File: src/rtl/exe_mem_stage_reg.sv
// ============================================================================
// exe_mem_stage_reg
// EX/MEM pipeline register with stall/flush and a saturating bubble counter.
// Revision: 1.0
// ============================================================================
`default_nettype none

module exe_mem_stage_reg #(
  parameter int DW = 32,
  parameter int CW = 16
) (
  input  logic          clk,
  input  logic          rst,
  input  logic          Stall,
  input  logic          Flush,
  input  logic          Valid_E,
  input  logic [DW-1:0] ALU_Out_E,
  input  logic [DW-1:0] WD_E,
  input  logic [DW-1:0] PC8_E,
  input  logic [DW-1:0] HI_E,
  input  logic [DW-1:0] LO_E,
  input  logic [4:0]    WA_E,
  input  logic          WE_E,
  input  logic [2:0]    WS_E,
  input  logic          DM_WE_E,
  output logic [DW-1:0] ALU_Out_EM,
  output logic [DW-1:0] WD_EM,
  output logic [DW-1:0] PC8_EM,
  output logic [DW-1:0] HI_EM,
  output logic [DW-1:0] LO_EM,
  output logic [4:0]    WA_EM,
  output logic          WE_EM,
  output logic [2:0]    WS_EM,
  output logic          DM_WE_EM,
  output logic          Valid_EM,
  output logic          Load_EM,
  output logic [CW-1:0] Bubble_Cnt
);

  localparam logic [CW-1:0] C_CNT_MAX = '1;
  localparam logic [2:0]    C_WS_LOAD = 3'd4;

  logic [DW-1:0] alu_q, alu_d, wd_q, wd_d, pc8_q, pc8_d, hi_q, hi_d, lo_q, lo_d;
  logic [4:0]    wa_q, wa_d;
  logic [2:0]    ws_q, ws_d;
  logic          we_q, we_d, dmwe_q, dmwe_d, valid_q, valid_d, load_q, load_d;
  logic [CW-1:0] cnt_q, cnt_d;

  always_comb begin
    alu_d   = alu_q;
    wd_d    = wd_q;
    pc8_d   = pc8_q;
    hi_d    = hi_q;
    lo_d    = lo_q;
    wa_d    = wa_q;
    ws_d    = ws_q;
    we_d    = we_q;
    dmwe_d  = dmwe_q;
    valid_d = valid_q;
    load_d  = load_q;
    cnt_d   = cnt_q;

    if (Flush) begin
      // Fully zeroed bubble so the forwarding unit can never match on it
      alu_d   = '0;
      wd_d    = '0;
      pc8_d   = '0;
      hi_d    = '0;
      lo_d    = '0;
      wa_d    = '0;
      ws_d    = '0;
      we_d    = 1'b0;
      dmwe_d  = 1'b0;
      valid_d = 1'b0;
      load_d  = 1'b0;
    end else if (!Stall) begin
      alu_d   = ALU_Out_E;
      wd_d    = WD_E;
      pc8_d   = PC8_E;
      hi_d    = HI_E;
      lo_d    = LO_E;
      wa_d    = WA_E;
      ws_d    = WS_E;
      // Illegal selects (5-7) capture raw but never enable a write
      we_d    = WE_E & Valid_E & (WA_E != 5'd0) & (WS_E <= C_WS_LOAD);
      dmwe_d  = DM_WE_E & Valid_E;
      valid_d = Valid_E;
      load_d  = Valid_E & (WS_E == C_WS_LOAD);
    end

    if ((Flush || Stall) && (cnt_q != C_CNT_MAX)) begin
      cnt_d = cnt_q + 1'b1;
    end
  end

  always_ff @(posedge clk) begin
    if (rst) begin
      alu_q   <= '0;
      wd_q    <= '0;
      pc8_q   <= '0;
      hi_q    <= '0;
      lo_q    <= '0;
      wa_q    <= '0;
      ws_q    <= '0;
      we_q    <= 1'b0;
      dmwe_q  <= 1'b0;
      valid_q <= 1'b0;
      load_q  <= 1'b0;
      cnt_q   <= '0;
    end else begin
      alu_q   <= alu_d;
      wd_q    <= wd_d;
      pc8_q   <= pc8_d;
      hi_q    <= hi_d;
      lo_q    <= lo_d;
      wa_q    <= wa_d;
      ws_q    <= ws_d;
      we_q    <= we_d;
      dmwe_q  <= dmwe_d;
      valid_q <= valid_d;
      load_q  <= load_d;
      cnt_q   <= cnt_d;
    end
  end

  assign ALU_Out_EM = alu_q;
  assign WD_EM      = wd_q;
  assign PC8_EM     = pc8_q;
  assign HI_EM      = hi_q;
  assign LO_EM      = lo_q;
  assign WA_EM      = wa_q;
  assign WS_EM      = ws_q;
  assign WE_EM      = we_q;
  assign DM_WE_EM   = dmwe_q;
  assign Valid_EM   = valid_q;
  assign Load_EM    = load_q;
  assign Bubble_Cnt = cnt_q;

endmodule

`default_nettype wire

File: config.mk
export PLATFORM = sky130hd
export DESIGN_NAME = exe_mem_stage_reg
export DESIGN_NICKNAME = d
export VERILOG_FILES = /design/src/rtl/exe_mem_stage_reg.sv
export SDC_FILE = /design/constraint.sdc
export NUM_CORES = 1
export LEC_CHECK = 0
export BUFFER_PORTS_ARGS = -buffer_cell sky130_fd_sc_hd__buf_2
export CORE_MARGIN = 5
export CORE_UTILIZATION = 40
export CTS_CLUSTER_DIAMETER = 30
export DETAILED_ROUTE_END_ITERATION = 8
export HOLD_SLACK_MARGIN = 0.02
export PLACE_DENSITY = 0.75
export SLEW_MARGIN = 20
export SYNTH_ARGS = -nofsm -noshare
export SYNTH_HDL_FRONTEND = slang
export SYNTH_SLANG_ARGS = --single-unit
File: constraint.sdc
create_clock -name clk -period 1.9 [get_ports clk]
set_clock_uncertainty 0.05 [all_clocks]
set_input_delay 0.38 -clock clk [delete_from_list [all_inputs] [get_ports clk]]
set_output_delay 0.38 -clock clk [all_outputs]
set_load 0.005 [all_outputs]
Yosys cells after proc, flatten, opt, wreduce, memory -nomap -nowiden

Index checks and enable logic that the tools add are counted.

Input bits: 175
Flip-flop bits (word level): 188
Output and inout port bits: 188
Logic and storage cells: 25

Bitwise logic cells: 5
Reductions and logical operators: 4
Magnitude comparators: 1
Eq/ne operators: 2
Add/subtract/negate cells: 1

Operator list:

| operator                                      | number |
|---|---|
| adder 16 x 1 -> 16 bit, second input constant | 1 |
| inequality test 16 bit, second input constant | 1 |
| bitwise AND 1 bit                             | 5 |
| nonzero test 5 bit                            | 1 |
| equality test 3 bit, second input constant    | 1 |
| <= comparator 3 bit, second input constant    | 1 |
| OR reduction 2 bit                            | 1 |
| logical AND 1 bit                             | 1 |
| logical OR 1 bit                              | 1 |

Logic depth before layout (Yosys ltp)

Depth in word-level cells: 3
Depth in mapped cells: 6
Mapped depth without buffers: 5

Worst setup path before layout

No wires, ideal clock.

Path type: reg-to-reg
Start point: reg cnt_q[5] (netlist: Bubble_Cnt[5])
End point: reg cnt_q[15] (netlist: Bubble_Cnt[15])
Period minus slack after synthesis: 1776 ps
Path buffers: 0
Stages on the path, launching flop included: 5
Setup slack: 124 ps
Data required time: 1727 ps
Library setup time: 123 ps
Arrival: 1603 ps
Cell sequence: dfxtp_1 -> nand4_2 -> or4_4 -> nor3_1 -> mux2_1

Cells in the longest elaborated chain, start to end: 2
Elaborated cells between the ends (all ways): 3
Those cells by class: 1 x add/sub; 1 x eq/ne; 1 x reduce/logical

Ends and longest elaborated chain:

| what                                                                           | RTL line | text |
|---|---|---|
| from (decl)                                                                    | 47       | `logic [CW-1:0] cnt_q, cnt_d;` |
| from (signal assigned)                                                         | 122      | `cnt_q <= cnt_d;` |
| parallel branches: the longest is 2 deep, another holds adder 16 x 1 -> 16 bit | n/a      |  |

Parallel ways; which one is timed is not known.
A chain may end at the register's enable or synchronous reset.

Worst setup path in the final report

Start point: reg cnt_q[3] (netlist: Bubble_Cnt[3])
End point: reg cnt_q[15] (netlist: Bubble_Cnt[15])

Same word-level chain as after synthesis.

==> out/results.tsv <==
stage	metric	value	unit
status	status	finished clean	
worst_setup_path	critPathTopFamily	simple AND/OR/NAND/NOR gates	
synthesis	synth_top_family_by_area	multiplexers	
sta	slew-limit-headroom	0.711	
power	p_leak	0.00497	uW
clock_network	clkTransAtPathRegs	80	ps
worst_setup_path	cp_slowest_stage_delay	510	ps
placed_design	post-place-cells	1216	
route	routed-via-count	5879	
sta	hold-worst-slack	130	ps
cells_and_area	final_core_util	0.573	
floorplan	die_area	0.0198	mm2
global_route	overflow	0	
placed_design	routabilityCongestion	0.814	
worst_setup_path	cp.buffers_inverters	0	
clock_network	hold_buffers	0	
clock_network	cts_tree	yes	
clock_network	cts_made_buffers	17	
power	ir_worst_vdd	551	uV
global_route	antenna_found_initial	0	
worst_setup_path	criticalPathCategory	flip-flop to flip-flop	
clock_network	clock_latency	410	ps
route	routed_wl	19800	um
synthesis	yosysUniqueCellTypes	33	
sta	setup_viol	0	
route	detail_route.iter0.violations	270	
clock_network	ctsLongestPathBuffers	2	
global_route	grt_pass1_wl	30800	um
route	via_per_inst	4.71	
synthesis	seq_area_frac_synth	0.551	
synthesis	synth_xor_xnor_area_share	0.00257	
job	max-cap-violations	0	
worst_setup_path	path_max_fanout	6	
cells_and_area	drive_gt1_frac	0.410	
synthesis	synth_cells	660	
floorplan	die_x	141	um
worst_setup_path	arrival	2060	ps
worst_setup_path	worstSetupStartpointType	flip-flop	
worst_setup_path	critPathSlowestCell	or4_4	
synthesis	syn_nets	836	
floorplan	die_h	141	um
clock_network	htree_num_levels	4	
floorplan	rows	47	
placed_design	hpwl	15100	um
worst_setup_path	required	2150	ps
sta	setup_total_negative_slack	0	ps
sta	clock.fmax	555	MHz
worst_setup_path	setup.worst_path.end_class	flip-flop	
clock_network	cts_sinks	188	
synthesis	yosysWarnings	0	
floorplan	io_pins	363	
route	ant_nets	0	
worst_setup_path	path_cells	nand4_2 > or4_4 > nor3_1 > mux2_1	
route	wl_per_cell	15.9	um
floorplan	core_area	0.0166	mm2
route	drc_errors	0	
sta	rsz0062_at_grt	false	
power	powerDensity	874	mW/mm2
sta	slew_viol_final	0	
global_route	grt_max_degree	81	
cells_and_area	antenna_cells	0	
sta	finalCritPeriodShare	0.949	
worst_hold_path	hp-class	primary input to flip-flop	
global_route	grtUsageTotal	0.191	
floorplan	start_util	0.410	
clock_network	postCtsSetupBuffers	0	
synthesis	synth-simple-area-share	0.139	
synthesis	synth.area.mux_share	0.251	
cells_and_area	instances_no_fill	1247	
synthesis	synth-adder-area-share	0.00183	
synthesis	syn_area_per_cell	10.3	um2
synthesis	netlist_area	0.00683	mm2
placed_design	portBuffers	362	
cells_and_area	nets	1191	
synthesis	synth_compound_area_frac	0.0273	
sta	worstMarginPinSlew	433	ps
synthesis	ys_ff_latch	188	
route	drt_pre_antenna_iters	4	
clock_network	cts_root_buf	clkbuf_16	
sta	period_minus_slack	1800	ps
cells_and_area	syn_to_final_growth	39.8	%
global_route	grt_pass1_vias	5923	
sta	finalHoldViolations	0	
## registers in the layout, summed over array words and instances, names as in the netlist
| register | cells |
|---|---|
| ALU_Out_EM | 32 |
| Bubble_Cnt | 16 |
| DM_WE_EM | 1 |
| HI_EM | 32 |
| LO_EM | 32 |
| Load_EM | 1 |
| PC8_EM | 32 |
| Valid_EM | 1 |
| WA_EM | 5 |
| WD_EM | 32 |
| WE_EM | 1 |
| WS_EM | 3 |
## stage by stage
step	power [uW]	setup slack, ps	instance area, um2
detailed placement	5040	16.7	8950
floorplan	4630	124	6830
global placement	5020	70.0	8950
finish	8340	97.5	9540
CTS	8440	3.64	9520
global route	8710	8.44	9540
## power by group
| group | internal (uW) | switching [uW] | total [uW] |
|---|---|---|---|
| Sequential | 4060 | 61.8 | 4120 |
| Combinational | 424 | 392 | 817 |
| Clock | 1770 | 1630 | 3400 |
| Total | 6250 | 2090 | 8340 |
## worst register-to-register path, cell delays in order, from the launching register on
cell	delay, ps
dfxtp_1	440
nand4_2	180
or4_4	510
nor3_1	180
mux2_1	340
## logic make-up after synthesis
group                    after synthesis
AND/OR/NAND/NOR                      223
flip-flops                           188
multiplexers                         171
buffers and inverters                 45
AO/OA/AOI/OAI                         30
XOR/XNOR                               2
adder cells (fa/ha/maj)                1
## what timing repair did
item | CTS | global route
endpoints found under the hold margin | 0 | 0
gates resized for setup | 0 | 7
setup endpoints to repair | 0 | 6
## final timing paths
| check | from | end | slack (ps) | cells past startpoint |
|---|---|---|---|---|
| max | Bubble_Cnt[3] | Bubble_Cnt[15] | 100 | 4 |
| min | PC8_E[24] | PC8_EM[24] | 130 | 3 |
| max reg2reg | Bubble_Cnt[3] | Bubble_Cnt[15] | 100 | 4 |
| min reg2reg | WE_EM | WE_EM | 430 | 2 |
## cells in the final DEF (no fill, tap or decap), drive strengths merged, types with 2 or more instances in the layout
cell / count
and4: 2
o31ai: 4
or4: 6
clkinvlp: 2
inv: 7
nor2: 179
mux2i: 169
nand3: 5
xnor2: 2
nand4: 4
nor3: 5
dfxtp: 188
nor4: 4
o2111ai: 2
o21ai: 7
clkbuf: 18
clkinv: 6
nor2b: 3
a21oi: 12
mux2: 2
buf: 379
nand2b: 2
or3: 7
nand2: 5
## layout make-up
class                           instances  area, um2
Inverter                                2       7.51
Tap cell                              220        275
Fill cell                            1473       7100
Sequential cell                       188       3770
Multi-Input combinational cell        427       2900
Clock buffer                           18        439
Clock inverter                         13        129
Timing Repair Buffer                  379       2020
## layer usage
layer / global-route usage / part of all wire
met5: 0 / 0
met4: 0.0724 / 0.027
met3: 0.0687 / 0.091
met2: 0.337 / 0.50
met1: 0.210 / 0.38
## cells in the mapped netlist
library cell	n	area, um2
o21ai_0	7	35.0
mux2i_1	169	1690
nand2_1	5	18.8
nor3_1	5	25.0
or4_4	1	11.3
buf_1	5	18.8
a21oi_1	12	60.1
nand4_1	2	12.5
mux2_2	1	11.3
nor4_1	4	25.0
and4_1	2	17.5
inv_1	2	7.51
xnor2_1	2	17.5
nand4_2	2	25.0
a211o_1	1	8.76
or3_1	7	43.8
a22oi_1	1	7.51
or2_2	1	6.26
ha_1	1	12.5
mux2_1	1	11.3
o31ai_1	4	30.0
a32oi_1	1	8.76
buf_2	12	60.1
nand3_1	5	25.0
nor2_1	179	672
o211ai_1	1	7.51
o2111ai_1	2	17.5
dfxtp_1	188	3760
nor2b_1	3	18.8
o41a_1	1	11.3
nand2b_1	2	12.5
or4_1	5	37.5
clkbuf_1	26	97.6
No activity file was read; power rests on OpenSTA's default activity.
